File: src/rtl/icache_sa.sv
// icache_sa: set-associative instruction cache between fetch (IF) and memory controller (MC)
// Ports: clk_in/rst_in (async active-low), rdy_in global enable, flush_in abandons a fetch,
//        inv_all_in invalidates every line; IF_query_* in, IF_dout_* out; MC_query_* out,
//        MC_data_* in (one whole line per return).
module icache_sa #(
  parameter int SET_WIDTH   = 2,
  parameter int WAY_WIDTH   = 1,
  parameter int BLOCK_WIDTH = 2,
  parameter int TAG_WIDTH   = 32 - SET_WIDTH - BLOCK_WIDTH - 2
) (
  input  logic                          clk_in,
  input  logic                          rst_in,
  input  logic                          rdy_in,
  input  logic                          flush_in,
  input  logic                          inv_all_in,
  input  logic                          IF_query_en,
  input  logic [31:0]                   IF_query_addr,
  output logic                          IF_dout_en,
  output logic [31:0]                   IF_dout,
  output logic                          MC_query_en,
  output logic [31:0]                   MC_query_addr,
  input  logic                          MC_data_en,
  input  logic [(32<<BLOCK_WIDTH)-1:0]  MC_data
);
  localparam int SETS = 1 << SET_WIDTH;
  localparam int WAYS = 1 << WAY_WIDTH;
  localparam int WORDS = 1 << BLOCK_WIDTH;
  localparam int LW = 32 << BLOCK_WIDTH;
  localparam int SW = SET_WIDTH > 0 ? SET_WIDTH : 1;
  localparam int PW = WAY_WIDTH > 0 ? WAY_WIDTH : 1;
  localparam int OW = BLOCK_WIDTH > 0 ? BLOCK_WIDTH : 1;
  localparam logic [1:0] IDLE = 2'd0, WAIT = 2'd1, DRAIN = 2'd2;
  logic [1:0] state_q, state_d;
  logic [SETS-1:0][WAYS-1:0] valid_q, valid_d;
  logic [SETS-1:0][PW-1:0] ptr_q;
  logic [TAG_WIDTH-1:0] tag_q [SETS][WAYS];
  logic [LW-1:0] line_q [SETS][WAYS];
  logic [31:0] addr_q, addr_d, dout_d, mca_d;
  logic inv_q, inv_d, dout_en_d, mcq_d;
  logic [SW-1:0] q_set, f_set;
  logic [TAG_WIDTH-1:0] q_tag, f_tag;
  logic [OW-1:0] q_off, f_off;
  logic [PW-1:0] hit_way, fill_way;
  logic [31:0] hit_word, fill_word;
  logic hit, busy, wr, all_valid;
  function automatic logic [31:0] pick(input logic [LW-1:0] l, input logic [OW-1:0] o);
    pick = l[31:0];
    for (int k = 0; k < WORDS; k++) if (o == OW'(k)) pick = l[32*k +: 32];
  endfunction
  assign q_set = SW'((IF_query_addr >> (BLOCK_WIDTH + 2)) & 32'(SETS - 1));
  assign q_tag = TAG_WIDTH'(IF_query_addr >> (SET_WIDTH + BLOCK_WIDTH + 2));
  assign q_off = OW'((IF_query_addr >> 2) & 32'(WORDS - 1));
  assign f_set = SW'((addr_q >> (BLOCK_WIDTH + 2)) & 32'(SETS - 1));
  assign f_tag = TAG_WIDTH'(addr_q >> (SET_WIDTH + BLOCK_WIDTH + 2));
  assign f_off = OW'((addr_q >> 2) & 32'(WORDS - 1));
  assign busy = state_q != IDLE;
  // a fill is dropped when an invalidate is pending or arrives with the data
  assign wr = rdy_in && busy && MC_data_en && !inv_q && !inv_all_in;
  assign all_valid = &valid_q[f_set];
  assign hit_word = pick(line_q[q_set][hit_way], q_off);
  assign fill_word = pick(MC_data, f_off);
  assign inv_d = (busy && MC_data_en) ? 1'b0 : inv_q | (busy && inv_all_in);
  always_comb begin
    hit = 1'b0;
    hit_way = '0;
    for (int w = 0; w < WAYS; w++)
      if (valid_q[q_set][w] && tag_q[q_set][w] == q_tag) begin
        hit = 1'b1;
        hit_way = PW'(w);
      end
    hit = hit && !inv_all_in;
  end
  // lowest invalid way wins; the victim pointer is used only when the set is full
  always_comb begin
    fill_way = ptr_q[f_set];
    for (int w = WAYS - 1; w >= 0; w--) if (!valid_q[f_set][w]) fill_way = PW'(w);
  end
  always_comb begin
    valid_d = inv_all_in ? '0 : valid_q;
    if (wr) valid_d[f_set][fill_way] = 1'b1;
  end
  always_comb begin
    state_d = state_q;
    dout_en_d = 1'b0;
    dout_d = IF_dout;
    mcq_d = 1'b0;
    mca_d = MC_query_addr;
    addr_d = addr_q;
    if (state_q == IDLE && IF_query_en && !flush_in) begin
      if (hit) begin
        dout_en_d = 1'b1;
        dout_d = hit_word;
      end else begin
        addr_d = IF_query_addr;
        mcq_d = 1'b1;
        mca_d = IF_query_addr & ~32'((LW / 8) - 1);
        state_d = WAIT;
      end
    end else if (state_q == WAIT && MC_data_en) begin
      state_d = IDLE;
      dout_en_d = !flush_in;
      dout_d = flush_in ? IF_dout : fill_word;
    end else if (state_q == WAIT && flush_in) begin
      state_d = DRAIN;
    end else if (state_q == DRAIN && MC_data_en) begin
      state_d = IDLE;
    end
  end
  always_ff @(posedge clk_in or negedge rst_in) begin
    if (!rst_in) begin
      state_q <= IDLE;
      valid_q <= '0;
      ptr_q <= '0;
      inv_q <= 1'b0;
      addr_q <= '0;
      IF_dout_en <= 1'b0;
      IF_dout <= '0;
      MC_query_en <= 1'b0;
      MC_query_addr <= '0;
    end else if (rdy_in) begin
      state_q <= state_d;
      valid_q <= valid_d;
      inv_q <= inv_d;
      addr_q <= addr_d;
      IF_dout_en <= dout_en_d;
      IF_dout <= dout_d;
      MC_query_en <= mcq_d;
      MC_query_addr <= mca_d;
      if (wr && all_valid) ptr_q[f_set] <= PW'((32'(ptr_q[f_set]) + 32'd1) & 32'(WAYS - 1));
    end
  end
  always_ff @(posedge clk_in) begin
    if (wr) begin
      tag_q[f_set][fill_way] <= f_tag;
      line_q[f_set][fill_way] <= MC_data;
    end
  end
endmodule

File: config.mk
export PLATFORM = sky130hd
export DESIGN_NAME = icache_sa
export DESIGN_NICKNAME = d
export VERILOG_FILES = /design/src/rtl/icache_sa.sv
export SDC_FILE = /design/constraint.sdc
export NUM_CORES = 1
export LEC_CHECK = 0
export BUFFER_PORTS_ARGS = -buffer_cell sky130_fd_sc_hd__buf_4
export CAP_MARGIN = 25
export CORE_MARGIN = 2
export CORE_UTILIZATION = 56
export CTS_CLUSTER_DIAMETER = 150
export DETAILED_ROUTE_END_ITERATION = 7
export GPL_ROUTABILITY_DRIVEN = 0
export MAX_ROUTING_LAYER = met4
export PLACE_DENSITY = 0.85
export RECOVER_POWER = 50
export SYNTH_ARGS = -nofsm -noshare
export SYNTH_HDL_FRONTEND = slang
export SYNTH_SLANG_ARGS = --single-unit
File: constraint.sdc
create_clock -name clk_in -period 16.6 [get_ports clk_in]
set_input_delay 3.32 -clock clk_in [delete_from_list [all_inputs] [get_ports clk_in]]
set_output_delay 3.32 -clock clk_in [all_outputs]
set_load 0.01 [all_outputs]
==> results of run 1 <==
-- registers in the layout, summed over array words and instances, names as in the netlist --
| register | flops |
|---|---|
| ptr_q | 4 |
| tag_q | 208 |
| line_q | 1024 |
| IF_dout_en | 1 |
| valid_q | 8 |
| addr_q | 30 |
| IF_dout | 32 |
| state_q | 2 |
| inv_q | 1 |
| MC_query_en | 1 |
-- power breakdown --
group	switching [W]	internal (W)
clock network	0.00122	0.00161
registers	0.000191	0.00381
logic	0.000382	0.000359
total	0.00179	0.00577
-- path summary, 6_finish.rpt --
| check | from | endpoint | slack (ps) |
|---|---|---|---|
| max reg2reg | addr_q[4]$_DFFE_PN0P_ | line_q[2][47]$_DFFE_PP_ | 12010 |
| min reg2reg | ptr_q[3]$_DFFE_PN0P_ | ptr_q[3]$_DFFE_PN0P_ | 470 |
| max in group clk_in | IF_query_addr[4] | IF_dout[11]$_DFFE_PN0P_ | 9060 |
| max | rst_in | addr_q[3]$_DFFE_PN0P_ | 7940 |
| min in group asynchronous | rst_in | IF_dout[27]$_DFFE_PN0P_ | 3520 |
| min | ptr_q[3]$_DFFE_PN0P_ | ptr_q[3]$_DFFE_PN0P_ | 470 |
-- per-layer routing --
metal  share of wire (%)  vias to the layer above
met3                 9.8                      234
met2                  52                     1457
met1                  36                    13072
li1                    -                    10057
met4                 2.9                        0
met5                   0                        -
-- final cells by class --
class	instances	area, sq um	area share, %
inverters	11	41.3	0.0709
flip-flops and latches	1311	39000	66.9
repair buffers	276	1610	2.77
well taps	1186	1480	2.55
clock buffers	177	3560	6.10
diodes	17	42.5	0.0730
multi-input cells	789	12000	20.6
clock inverters	60	519	0.891
-- kinds of logic (layout without fill, tap and decap cells) --
logic type,Yosys count,in the layout,synth area share (%)
compound gates,76,76,0.969
buf+inv,159,524,1.66
other cells,1,21,0.00724
flops,1311,1311,75.3
xor+xnor,51,51,0.877
mux,524,524,19.9
simple gates,134,134,1.28
-- stage by stage --
stage / utilization, % / area (sq um) / instances / hold WS, ps / setup WS (ps)
finish: 63.6 / 58300 / 3827 / 469 / 7940
global route: 63.6 / 58300 / 3826 / 484 / 7120
CTS: 64.0 / 58700 / 3805 / 467 / 8750
detailed placement: 59.6 / 54600 / 3568 / 455 / 8140
global placement: 59.6 / 54600 / 3568 / 451 / 8180
floorplan: - / 51800 / 2259 / 436 / 1170
-- cell usage in the layout (no fill, tap or decap), types with 8 or more instances in the layout --
master	count
clkbuf_1	196
dfrtp_1	77
edfxtp_1	1232
mux2i_1	66
a21o_1	10
xnor2_1	36
nand4_1	11
clkinv_2	22
mux2_2	8
buf_4	112
mux2_1	30
xor2_1	14
nand3_1	13
a21oi_1	37
diode_2	17
mux2_4	29
inv_1	11
mux4_2	391
nand2_1	18
clkinv_1	18
nor2_1	47
clkbuf_16	135
==> results by group, run 1 <==
Outcome
  – Result of the run: finished with violations
  – Violations in the final reports: capacitance limit, slew limit

Timing
  – Rel. slew slack: -144%
  – Maximum clock frequency: around 120 MHz
  – Final setup violating endpoints: 0
  – Final critical-path required period: between 8000 and 9000 ps
  – Setup tns final: 0 ps
  – Slew at the pin closest to its max-slew limit: between 3000 and 4000 ps
  – Layout Skew: between 30 and 40 ps
  – Hold violation total from the final report: 0
  – Unrepaired setup endpoints after global routing: no
  – Portion of the clock cycle consumed by the worst path in the final layout: approximately 52%
  – Final Slew Violations: between 80 and 90

Clocking
  – Latest clock arrival within the worst-skew pair: around 750 ps
  – TritonCTS clock tree: done
  – Post CTS Setup Buffer Count: 0
  – Clock-pin slew on the worst setup and hold paths: 60 ps
  – TritonCTS buffer count: 131
  – Max Buffers Root-to-Sink: 3
  – Buffer type at the clock tree root: clkbuf_16
  – Clock H-tree levels: 4
  – Count of cells resized by post-cts repair: 0
  – Count of hold buffers inserted by post-cts repair: 0
  – Sinks on Clock Net: roughly 1300

Floorplan
  – Die W: a little over 300 um
  – Row count: ~110
  – Initial Util: a little under three fifths
  – Total I/O pin count: about 230
  – DIE AREA: between 90000 and 100000 sq um
  – Area of the core: 91700 sq um
  – Vertical die dimension: ~300 um

Setup path
  – Reg2Reg Depth: 7
  – Worst-path cell chain: clkbuf_1, clkbuf_1
  – Number of buffer and inverter instances along the worst setup path: 2
  – Cell count along the critical path: 2
  – Endpoint class of the critical path: async pin
  – Most repeated library cell on the critical path: clkbuf_1
  – Cell with the biggest individual delay on the critical path: clkbuf_1
  – Worst Path Class, Setup: in2async
  – Crit path DAT: a little over 8000 ps
  – Critical path startpoint category: input pin
  – Peak per-stage delay on the critical path: approximately 2700 ps
  – Cell type group with the largest total delay on the critical path: buffers and inverters
  – Critical path data required time: approximately 16000 ps
  – CP max FO: 54

Yosys
  – Proportion of register bits with asynchronous set or reset after synthesis: under 10%
  – Most used DFF post-synth: edfxtp_1
  – Commonest cells in the netlist: edfxtp_1 (1232), mux4_2 (391), dfrtp_1 (79)
  – Library cell with the highest instance count after synthesis: edfxtp_1
  – Cell count after synthesis: around 2300
  – Sequential fraction of the synthesis area: 75.3%
  – Total of flip-flops plus latches after synthesis: 1311
  – Count of distinct cell types in the synthesized netlist: 54
  – Number of warnings issued by yosys: 0
  – Post-synth EDFFs: ~1200
  – Cell area after technology mapping: a little over 50000 sq um
  – Post-synthesis area per instance: ~23 sq um
  – Area fraction of the dominant cell type after synthesis: a little under three quarters
  – Main area contributors after synthesis: edfxtp_1 (71%), mux4_2 (17%), dfrtp_1 (3.8%)
  – Leading area contributor after synthesis: edfxtp_1

Detailed routing
  – Initial DRC count: roughly 2800
  – Detailed Route WL: between 100 and 150 mm
  – Number of vias per cell: ~6.5
  – Number of vias in the routed layout: approximately 25000
  – Final ANT Viol Nets: 0
  – Routed wirelength normalized by instance count: between 30 and 40 um
  – Drc violations: 0
  – Router iterations before antenna repair: 8

Layout
  – Layout Nets: 2687
  – Area added between synthesis and finish: 12.5%
  – Number of fill cells in the layout: between 5000 and 6000
  – Fraction of layout cells with a size suffix above 1: between 20% and 30%

Global routing
  – Sum of overflow across all layers after global routing: 0
  – Pin count of the biggest net entering global routing: 173
  – Global route hottest layer: met2
  – Global-route wire length before repair: roughly 170 mm
  – Met1 Use GR: 32.4%
  – Met3 track demand over resource: approximately 6.4%
  – Met2 usage: 41.7%
  – GRT Total Usage: approximately a quarter
  – Number of antenna violations at the first check in global routing: 18
  – Via count of the first global-routing pass: 26294

Job
  – Total of max-cap violations: 2

Place
  – HPWL reported at the end of detailed placement: about 60 mm
  – Number of I/O port buffers: 226

Worst hold path
  – Class of the tightest hold or removal check: reg2reg
  – Hold path cells: 1

Power and ir drop
  – Overall power consumption: between 0.007 and 0.008 W
  – Power density cells: ~130 nW/um^2
  – Peak supply drop: 97.3 uV
  – Static Leak: approximately 19 nW
(Power assumes the default switching activity.)
==> run 2: changes to the inputs <==
--- a/config.mk
+++ b/config.mk
@@ -8,12 +8,12 @@
 export BUFFER_PORTS_ARGS = -buffer_cell sky130_fd_sc_hd__buf_4
 export CAP_MARGIN = 25
 export CORE_MARGIN = 2
-export CORE_UTILIZATION = 56
+export CORE_UTILIZATION = 55
 export CTS_CLUSTER_DIAMETER = 150
 export DETAILED_ROUTE_END_ITERATION = 7
 export GPL_ROUTABILITY_DRIVEN = 0
 export MAX_ROUTING_LAYER = met4
-export PLACE_DENSITY = 0.85
+export PLACE_DENSITY = 0.86
 export RECOVER_POWER = 50
 export SYNTH_ARGS = -nofsm -noshare
 export SYNTH_HDL_FRONTEND = slang
==> constraint.sdc (replaced) <==
create_clock -name clk_in -period 7.6 [get_ports clk_in]
set_input_delay 1.52 -clock clk_in [delete_from_list [all_inputs] [get_ports clk_in]]
set_output_delay 1.52 -clock clk_in [all_outputs]
set_load 0.01 [all_outputs]
==> results by group, run 2 (same netlist as run 1, synthesis figures left out) <==
Outcome
  – Result of the run: finished with violations
  – Violations in the final reports: capacitance limit, slew limit

Layout
  – Largest registers ranked by flip-flop count: line_q x1024, tag_q x208, IF_dout x32
  – Combined flip-flop and latch cell area: 39000 sq um (about the same)
  – Post-route cell area: 58700 sq um (+0.73%)
  – Area added between synthesis and finish: 13.4%
  – Number of fill cells in the layout: 6039 (+2.7%)
  – Register name with the most flops: line_q
  – Final standard cell count with taps included and fillers excluded: 3897 (+1.8%)
  – Fin util: 62.9% (-0.68 points)
  – Area taken by multi-input logic gates: 12000 sq um (+0.10%)
  – Flip-flop count of the largest register after layout: 1024 (unchanged)
  – Layout Nets: 2678 (-0.33%)
  – Fraction of layout cells with a size suffix above 1: 28.9% (+0.57 points)
  – Most frequent cells in the layout: edfxtp_1 (1232), mux4_2 (391), clkbuf_1 (183)
  – Leading cell type in the layout, fill and taps excluded: edfxtp_1

Timing
  – Hold violation total from the final report: 0 (unchanged)
  – Layout Skew: 29.1 ps (-2.96 ps)
  – Rel. slew slack: -88.9% (+55 points)
  – Final setup violating endpoints: 0 (unchanged)
  – Smallest setup slack after layout: 2660 ps (-5280 ps)
  – Unrepaired setup endpoints after global routing: no
  – Final critical-path required period: between 4000 and 5000 ps
  – Maximum clock frequency: 202 MHz
  – Portion of the clock cycle consumed by the worst path in the final layout: about two thirds
  – Final Slew Violations: 30 (-63%)
  – Slew at the pin closest to its max-slew limit: 2830 ps (-831 ps)
  – Hold_ws: 483 ps (+13.8 ps)

Setup path
  – Launch instance of the worst register-to-register path: tag_q[2][25]$_DFFE_PP_
  – Reg2Reg Depth: 9 (+2)
  – Worst Path Class, Setup: in2reg
  – Crit path DAT: 5550 ps (-2570 ps)
  – Critical path data required time: 8210 ps (-7850 ps)
  – Critical path startpoint category: input pin
  – Endpoint class of the critical path: register
  – Endpoint of the lowest-slack register-to-register path: IF_dout[11]$_DFFE_PN0P_
  – Reg-to-reg setup timing slack: 3830 ps (-8180 ps)
  – CP max FO: 95 (+76%)

Clocking
  – TritonCTS buffer count: 133 (+1.5%)
  – Buffer type at the clock tree root: clkbuf_16
  – Clock H-tree levels: 4 (unchanged)
  – Clock-pin slew on the worst setup and hold paths: 50 ps (about the same)
  – Max Buffers Root-to-Sink: 3 (unchanged)
  – Post CTS Setup Buffer Count: 0 (unchanged)
  – Latest clock arrival within the worst-skew pair: 740 ps (about the same)
  – Sinks on Clock Net: 1311 (unchanged)
  – TritonCTS clock tree: done
  – Count of cells resized by post-cts repair: 0 (unchanged)
  – Count of hold buffers inserted by post-cts repair: 0 (unchanged)

Worst hold path
  – Min-Delay Startpoint: MC_query_en$_DFFE_PN0P_
  – Hold path cells: 1 (unchanged)
  – Class of the tightest hold or removal check: reg2reg
  – Hold-critical path endpoint: MC_query_en$_DFFE_PN0P_

Global routing
  – Global-route wire length before repair: 172 mm (about the same)
  – Pin count of the biggest net entering global routing: 123 (-29%)
  – GRT Total Usage: 24.9% (-0.95 points)
  – Via count of the first global-routing pass: 26213 (-0.31%)
  – Number of antenna violations at the first check in global routing: 19 (+1)
  – Sum of overflow across all layers after global routing: 0 (unchanged)

Detailed routing
  – Routed wirelength normalized by instance count: 29.7 um (-3.8%)
  – Detailed Route WL: 116 mm (-2.1%)
  – Number of vias in the routed layout: 24656 (-0.66%)
  – Initial DRC count: 3075 (+7.9%)
  – Drc violations: 0 (unchanged)
  – Final ANT Viol Nets: 0 (unchanged)
  – Number of vias per cell: 6.33 (-2.4%)
  – Router iterations before antenna repair: 7 (-1)

Floorplan
  – Initial Util: 55.5% (-1.0 points)
  – Row count: 112 (+0.90%)
  – Area of the core: 93300 sq um (+1.8%)
  – Vertical die dimension: 311 um (+0.89%)
  – Total I/O pin count: 233 (unchanged)
  – Die W: 311 um (+0.89%)
  – DIE AREA: 96600 sq um (+1.8%)

Place
  – Area after DPL: 54700 sq um (+0.22%)
  – Setup Slack @ Placement: 1810 ps (-6330 ps)
  – HPWL reported at the end of detailed placement: 60.9 mm (-0.91%)
  – Number of cells after detailed placement: 3629 (+1.7%)
  – Number of I/O port buffers: 226 (unchanged)

Power and ir drop
  – Static Leak: 18.9 nW (+0.73%)
  – Peak supply drop: 213 uV (+120%)
  – Power density cells: 289 nW/um^2 (+120%)

Job
  – Total of max-cap violations: 1 (-1)
==> run 2: cell types whose count changed in the layout (fill, tap and decap cells not counted), moves of 4 or more <==
cell       previous run  this run
buf_16                5         1
clkbuf_1            196       183
buf_4               112       100
buf_12                1         7
clkbuf_8              2        14
bufinv_16             6        12
==> run 2: layout make-up <==
type / instances / area share (%)
antenna: 19 / 0.0810
clock buffer: 177 / 6.26
clock inverter: 71 / 1.38
inverter: 11 / 0.0703
multi-input combinational: 789 / 20.5
sequential: 1311 / 66.4
tap: 1254 / 2.67
timing repair buffer: 265 / 2.61
==> run 2: stage by stage <==
| step | TNS, ps | total power (W) |
|---|---|---|
| after CTS | 0 | 0.0171 |
| after global routing | 0 | 0.0175 |
| after global placement | 0 | 0.0105 |
| after detailed placement | 0 | 0.0105 |
| final | 0 | 0.0170 |
| after floorplan | -2143300 | 0.00980 |
==> run 2: worst max-delay path: stages <==
cell and delay (ps):
buf_8 600, mux2i_1 360, o22ai_1 130, a2111o_1 440
a2111oi_2 430, nand4_1 200, o221ai_2 260, nand3_4 590
buf_4 530, mux2_4 340
==> run 2: worst max path at each step <==
| stage | from | slack, ps | to |
|---|---|---|---|
| 6_report | IF_query_addr[5] | 2660 | IF_dout[11]$_DFFE_PN0P_ |
| 5_1_grt | IF_query_addr[4] | 2490 | IF_dout[11]$_DFFE_PN0P_ |
| 4_1_cts | IF_query_addr[4] | 2540 | IF_dout[23]$_DFFE_PN0P_ |
| 3_5_place_dp | IF_query_addr[4] | 1810 | IF_dout[21]$_DFFE_PN0P_ |
| 3_3_place_gp | IF_query_addr[4] | 1860 | IF_dout[17]$_DFFE_PN0P_ |
| 2_1_floorplan | rdy_in | -1880 | line_q[3][0]$_DFFE_PP_ |
==> run 2: power breakdown <==
part	internal (W)	switching, W	leakage [nW]
Sequential	0.00832	0.000418	12.1
Combinational	0.000775	0.000814	4.61
Clock	0.00386	0.00277	2.20
==> run 2: routing by layer <==
layer  up-vias  routed length (um)  GRT usage (%)
li1      10052                   -              -
met1     13017               43300           32.8
met2      1379               59500           39.6
met3       208               10400           5.32
met4         0                2550           7.60
met5         -                   0              -
